<file path="config.mk">
export PLATFORM = sky130hd
export DESIGN_NAME = homography_responder
export DESIGN_NICKNAME = d
export VERILOG_FILES = /design/src/rtl/homography_responder_pkg.sv /design/src/rtl/homography_responder_affine_map.sv /design/src/rtl/homography_responder.sv
export SDC_FILE = /design/constraint.sdc
export NUM_CORES = 2
export LEC_CHECK = 0
export CORE_MARGIN = 2
export CORE_UTILIZATION = 35
export CTS_BUF_LIST = sky130_fd_sc_hd__clkbuf_2
export CTS_CLUSTER_SIZE = 10
export DETAILED_ROUTE_END_ITERATION = 10
export HOLD_SLACK_MARGIN = 0.1
export SYNTH_ARGS = -nofsm -noshare
export SYNTH_HDL_FRONTEND = slang
export SYNTH_SLANG_ARGS = --single-unit
</file>
<file path="constraint.sdc">
create_clock -name clk_25 -period 16.6 [get_ports clk_25]
set_input_delay 3.32 -clock clk_25 [delete_from_list [all_inputs] [get_ports clk_25]]
set_output_delay 3.32 -clock clk_25 [all_outputs]
set_load 0.01 [all_outputs]
</file>
<file path="src/rtl/homography_responder_pkg.sv">
// homography_responder_pkg: shared widths, identity coefficients and pipeline record types
package homography_responder_pkg;
  localparam int PIX_W   = 10;
  localparam int ADDR_W  = 19;
  localparam int COEF_W  = 16;
  localparam int TRANS_W = 18;
  localparam int FRAC    = 8;
  localparam int PROD_W  = COEF_W + PIX_W + 1;
  localparam int SUM_W   = PROD_W + 1;
  localparam int RES_W   = SUM_W - FRAC;
  localparam int R_LSB   = 11;
  localparam int G_LSB   = 5;
  localparam int B_LSB   = 0;
  localparam int R_W     = 5;
  localparam int G_W     = 6;
  localparam int B_W     = 5;
  typedef struct packed {
    logic signed [COEF_W-1:0]  a;
    logic signed [COEF_W-1:0]  b;
    logic signed [COEF_W-1:0]  c;
    logic signed [COEF_W-1:0]  d;
    logic signed [TRANS_W-1:0] tx;
    logic signed [TRANS_W-1:0] ty;
  } coef_t;
  localparam coef_t COEF_ID = '{a: 16'sh0100, b: '0, c: '0, d: 16'sh0100, tx: '0, ty: '0};
  // One entry of the sideband delay line that shadows the datapath
  typedef struct packed {
    logic             vld;
    logic [PIX_W-1:0] x;
    logic [PIX_W-1:0] y;
    logic             inb;
  } side_t;
endpackage

</file>
<file path="src/rtl/homography_responder_affine_map.sv">
// affine_map: registered products, then combinational sum, round and bounds test
module affine_map
  import homography_responder_pkg::*;
#(
  parameter int SRC_W = 640,
  parameter int SRC_H = 480
) (
  input  logic                    clk_i,
  input  logic                    rst_i,
  input  coef_t                   coef_i,
  input  logic [PIX_W-1:0]        x_i,
  input  logic [PIX_W-1:0]        y_i,
  output logic signed [RES_W-1:0] u_o,
  output logic signed [RES_W-1:0] v_o,
  output logic                    inb_o
);
  logic signed [PIX_W:0]   xs, ys;
  logic signed [PROD_W-1:0] ax_q, by_q, cx_q, dy_q;
  logic signed [TRANS_W-1:0] tx_q, ty_q;
  logic signed [SUM_W-1:0]  su, sv;
  assign xs = $signed({1'b0, x_i});
  assign ys = $signed({1'b0, y_i});
  // Stage 1: products and translation sampled together so a later coefficient load cannot tear a query
  always_ff @(posedge clk_i or posedge rst_i)
    if (rst_i) begin
      {ax_q, by_q, cx_q, dy_q} <= '0;
      {tx_q, ty_q} <= '0;
    end else begin
      ax_q <= PROD_W'($signed(coef_i.a)) * PROD_W'(xs);
      by_q <= PROD_W'($signed(coef_i.b)) * PROD_W'(ys);
      cx_q <= PROD_W'($signed(coef_i.c)) * PROD_W'(xs);
      dy_q <= PROD_W'($signed(coef_i.d)) * PROD_W'(ys);
      tx_q <= $signed(coef_i.tx);
      ty_q <= $signed(coef_i.ty);
    end
  assign su    = SUM_W'(ax_q) + SUM_W'(by_q) + SUM_W'(tx_q) + SUM_W'(1 << (FRAC - 1));
  assign sv    = SUM_W'(cx_q) + SUM_W'(dy_q) + SUM_W'(ty_q) + SUM_W'(1 << (FRAC - 1));
  assign u_o   = su[SUM_W-1:FRAC];
  assign v_o   = sv[SUM_W-1:FRAC];
  assign inb_o = !u_o[RES_W-1] && !v_o[RES_W-1] && (u_o < RES_W'(SRC_W)) && (v_o < RES_W'(SRC_H));
endmodule

</file>
<file path="src/rtl/homography_responder.sv">
// homography_responder: warps a query coordinate, fetches the RGB565 source pixel, returns it in order
module homography_responder
  import homography_responder_pkg::*;
#(
  parameter int SRC_W   = 640,
  parameter int SRC_H   = 480,
  parameter int MEM_LAT = 1
) (
  input  logic               clk_25,
  input  logic               rst,
  input  logic               start,
  input  logic [PIX_W-1:0]   query_x,
  input  logic [PIX_W-1:0]   query_y,
  input  logic               coef_we,
  input  logic [COEF_W-1:0]  coef_a,
  input  logic [COEF_W-1:0]  coef_b,
  input  logic [COEF_W-1:0]  coef_c,
  input  logic [COEF_W-1:0]  coef_d,
  input  logic [TRANS_W-1:0] coef_tx,
  input  logic [TRANS_W-1:0] coef_ty,
  output logic               mem_rd,
  output logic [ADDR_W-1:0]  mem_addr,
  input  logic [15:0]        mem_rdata,
  output logic               ready,
  output logic [PIX_W-1:0]   return_x,
  output logic [PIX_W-1:0]   return_y,
  output logic [R_W-1:0]     r,
  output logic [G_W-1:0]     g,
  output logic [B_W-1:0]     b,
  output logic               busy
);
  localparam int DEPTH = MEM_LAT + 2;
  coef_t                   coef_q;
  side_t                   sb_q [DEPTH];
  logic signed [RES_W-1:0] u_c, v_c;
  logic                    inb_c;
  logic [ADDR_W-1:0]       u_a, v_a, addr_d;
  logic                    mem_rd_q;
  logic [ADDR_W-1:0]       mem_addr_q;
  logic                    ready_q;
  logic [PIX_W-1:0]        ret_x_q, ret_y_q;
  logic [R_W-1:0]          r_q;
  logic [G_W-1:0]          g_q;
  logic [B_W-1:0]          b_q;
  logic [15:0]             pix_d;
  logic                    busy_d;
  // Coefficient bank; a load takes effect for queries starting the cycle after
  always_ff @(posedge clk_25 or posedge rst)
    if (rst) coef_q <= COEF_ID;
    else if (coef_we) coef_q <= '{a: coef_a, b: coef_b, c: coef_c, d: coef_d, tx: coef_tx, ty: coef_ty};
  affine_map #(.SRC_W(SRC_W), .SRC_H(SRC_H)) u_map (
    .clk_i (clk_25),
    .rst_i (rst),
    .coef_i(coef_q),
    .x_i   (query_x),
    .y_i   (query_y),
    .u_o   (u_c),
    .v_o   (v_c),
    .inb_o (inb_c)
  );
  assign u_a    = ADDR_W'(u_c[PIX_W-1:0]);
  assign v_a    = ADDR_W'(v_c[PIX_W-1:0]);
  assign addr_d = (SRC_W == 640) ? (v_a << 9) + (v_a << 7) + u_a : v_a * ADDR_W'(SRC_W) + u_a;
  // Sideband delay line: coordinate and valid enter with start, bounds flag joins after the warp
  always_ff @(posedge clk_25 or posedge rst)
    if (rst) begin
      for (int i = 0; i < DEPTH; i++) sb_q[i] <= '0;
    end else begin
      sb_q[0] <= '{vld: start, x: query_x, y: query_y, inb: 1'b0};
      sb_q[1] <= '{vld: sb_q[0].vld, x: sb_q[0].x, y: sb_q[0].y, inb: inb_c};
      for (int i = 2; i < DEPTH; i++) sb_q[i] <= sb_q[i-1];
    end
  // Read request; the address holds across idle and out-of-bounds cycles
  always_ff @(posedge clk_25 or posedge rst)
    if (rst) begin
      mem_rd_q   <= 1'b0;
      mem_addr_q <= '0;
    end else begin
      mem_rd_q <= sb_q[0].vld && inb_c;
      if (sb_q[0].vld && inb_c) mem_addr_q <= addr_d;
    end
  assign pix_d = sb_q[DEPTH-1].inb ? mem_rdata : 16'h0000;
  // Result register: captures read data alongside the echoed coordinate, holds when idle
  always_ff @(posedge clk_25 or posedge rst)
    if (rst) begin
      ready_q <= 1'b0;
      {ret_x_q, ret_y_q} <= '0;
      {r_q, g_q, b_q} <= '0;
    end else begin
      ready_q <= sb_q[DEPTH-1].vld;
      if (sb_q[DEPTH-1].vld) begin
        ret_x_q <= sb_q[DEPTH-1].x;
        ret_y_q <= sb_q[DEPTH-1].y;
        r_q     <= pix_d[R_LSB +: R_W];
        g_q     <= pix_d[G_LSB +: G_W];
        b_q     <= pix_d[B_LSB +: B_W];
      end
    end
  // Busy while any query is anywhere in the delay line
  always_comb begin
    busy_d = 1'b0;
    for (int i = 0; i < DEPTH; i++) busy_d = busy_d | sb_q[i].vld;
  end
  assign mem_rd   = mem_rd_q;
  assign mem_addr = mem_addr_q;
  assign ready    = ready_q;
  assign return_x = ret_x_q;
  assign return_y = ret_y_q;
  assign r        = r_q;
  assign g        = g_q;
  assign b        = b_q;
  assign busy     = busy_d;
endmodule

</file>
==> results.yml <==
run_status:
  status: "complete, no violations"
critical_path:
  end_kind: "flop"
  startpoint_type: "input port"
  path_common_cell: "fa_1"
  cp_slowest_stage_delay_ns: 0.56
  worstSetupPathType: "in2reg"
  worst_ep_arrival_time_ns: 9.56
  cp-startpoint: "query_y[2]"
  crit_family: "adder cells"
  cp_max_fo: 33
  rr_startpoint: "coef_q[41]"
  worst-path-buf-inv: 5
  worstPathCellList: "clkdlybuf4s50_1, buf_4, nand2_1, fa_1, fa_1, inv_1, fa_1, fa_1, inv_1, fa_1, inv_1, ha_1, or4_1, o22a_1, o211a_1, a311oi_1, o31ai_1, o41ai_1, nor2_1, a211oi_1"
  required_ns: 17.67
  cp_slowest_cell: "or4_1"
yosys:
  ys_async_sr_fraction: 1.000
  yosys-top-cells-area: "fa_1 32%, dfrtp_1 23%, ha_1 11%"
  ys_seq_elements: 366
  syn_nets: 5047
  synth.cell_area_um2: 39850
  ys_seq_area_frac: 0.2299
  syn_avg_cell_area_um2: 10.19
  yosysWarnings: 0
  synth_area_leader_cell: "fa_1"
  post-synth-top-area-fraction: 0.3185
  synth-main-ff-cell: "dfrtp_1"
  synth_cell_types: 72
  synth_cells: 3910
  synth_edf_count: 0
clocking:
  post_cts_buffers: 0
  htree_levels: 3
  cts-root-buf: "clkbuf_2"
  cts_tree: "yes"
  clockBufferDepth: 3
  cts_made_buffers: 104
  clk_pin_slew_ns: 0.10
  cts_resized: 0
  numClockSinks: 366
  ctsHoldBuffers: 0
  clock_latency_ns: 1.25
run:
  max-cap-violations: 0
timing:
  worst_slew_pin_slew_ns: 1.007
  setup_violations: 0
  hold_violations: 0
  maxClockFrequency_mhz: 117.8
  max-slew-margin-rel: 0.3290
  finClkSkew_ns: 0.09949
  tns_ns: 0
  period_share: 0.5115
  period_minus_slack_ns: 8.491
  rsz0062_at_grt: "false"
  maxSlewViolCount: 0
placement:
  hpwlAfterDp_um: 70900
  gp_congestion: 0.8761
  place.port_buffers: 197
floorplanning:
  core_um2: 112700
  die_h_um: 341.4
  die_area_um2: 116600
  ios: 198
  start_util: 0.3537
  num_rows: 123
  dieWidth_um: 341.4
final_layout:
  multi_input_area_um2: 27040
  seq_area_um2: 9163
  final_cell_mix: "814 x inv_1, 634 x fa_1, 422 x nand2_1"
  drive_gt1_frac: 0.08654
  fillers: 11229
  fin_nets: 5217
  final_common_cell: "inv_1"
  syn_to_final_growth_pct: 10.93
global_route:
  overflow: 0
  first_global_vias: 29221
  antenna_found_initial: 5
  grt_max_degree: 135
  grt_pass1_wl_um: 151500
  grtUsageTotal: 0.1626
drt:
  drt_iter0_drc: 1090
  final_antenna_net_count: 0
  wl_um: 89890
  wl_per_cell_um: 15.87
  drc: 0
  vias_per_cell: 4.705
  num_vias: 26642
  first_pass_iters: 5
min_path:
  hold_start: "sb_q[43]"
  hold_path.class: "reg2reg"
[cell usage after synthesis, types with 5 or more instances]
cell type	count
inv_1	815
fa_1	634
nand2_1	422
dfrtp_1	364
ha_1	363
and2_1	280
clkbuf_1	148
mux2_2	129
a21oi_1	115
xnor2_1	101
nor2_1	73
o21ai_0	60
nand3_1	42
xor2_1	41
a21o_1	36
o21a_1	26
nor3_1	24
o21bai_1	22
a31oi_1	18
nor2b_1	17
and3_1	16
nand2b_1	14
o211ai_1	11
mux2_4	10
a211oi_1	9
nand4_1	8
o31ai_1	8
or2_2	8
or3_1	8
a211o_1	7
o21ai_1	6
nor4_1	5
o31a_1	5
[stage by stage]
| stage | instances | instance area, um2 | setup WS [ns] | hold slack (ns) | util |
|---|---|---|---|---|---|
| floorplan | 3910 | 39850 | 3.123 | 0.3312 | - |
| global placement | 5474 | 43240 | 6.959 | 0.3312 | 0.3839 |
| detailed placement | 5474 | 43240 | 6.962 | 0.3347 | 0.3839 |
| CTS | 5660 | 44190 | 8.306 | 0.3030 | 0.3923 |
| global route | 5661 | 44200 | 7.948 | 0.3222 | 0.3923 |
| finish | 5663 | 44200 | 8.109 | 0.3039 | 0.3924 |
[routing by layer]
metal / wire (um) / track usage / vias to the layer above
met5: 13 / 0 / -
met4: 1978 / 0.04671 / 2
met3: 4479 / 0.02933 / 115
met2: 44610 / 0.2806 / 530
met1: 38810 / 0.2082 / 13582
li1: - / - / 12413
[cells by family (layout without fill, tap and decap cells)]
group | after synthesis | after routing | synth area share
other cells | 0 | 3 | 0
simple gates | 931 | 931 | 0.1146
fa+ha+maj | 997 | 997 | 0.4325
buf+inv | 968 | 1218 | 0.09159
xor+xnor | 142 | 142 | 0.03121
compound gates | 363 | 363 | 0.05894
flops | 366 | 366 | 0.2299
mux | 143 | 143 | 0.04123
[worst reg2reg max path: cells and delay by family (launching register included)]
kind,cells,cell delay [ns]
compound gates,6,1.70
fa+ha+maj,6,2.72
buf+inv,4,0.20
flops,1,0.62
simple gates,3,0.98
[area by class of cell]
| cell class | count | share of cell area |
|---|---|---|
| Antenna cell | 3 | 0.0001698 |
| Sequential cell | 366 | 0.2073 |
| Tap cell | 1500 | 0.04246 |
| Clock buffer | 151 | 0.01710 |
| Clock inverter | 35 | 0.004416 |
| Timing Repair Buffer | 217 | 0.04755 |
| Inverter | 815 | 0.06938 |
| Multi-Input combinational cell | 2576 | 0.6116 |
[final timing paths]
kind | cells after the start | slack (ns) | end
worst max-delay path | 20 | 8.11 | u_map.dy_q[26]
worst min-delay path | 0 | 0.30 | sb_q[21]
worst max register to register | 19 | 10.27 | u_map.dy_q[26]
worst min register to register | 0 | 0.30 | sb_q[21]
max in group asynchronous | 4 | 11.64 | coef_q[74]
min in group asynchronous | 2 | 2.62 | r[3]
[state kept, by name (all words and copies together) (netlist names)]
signal and cells:
b 5, coef_q 100, g 6, mem_addr 19, mem_rd 1, r 5, ready 1, return_x 10
return_y 10, sb_q 65, u_map.ax_q 27, u_map.by_q 27, u_map.cx_q 27, u_map.dy_q 27, u_map.tx_q 18, u_map.ty_q 18
Power is not shown: default switching activity piles up to over one toggle a cycle in this logic, so the estimate is an artifact.
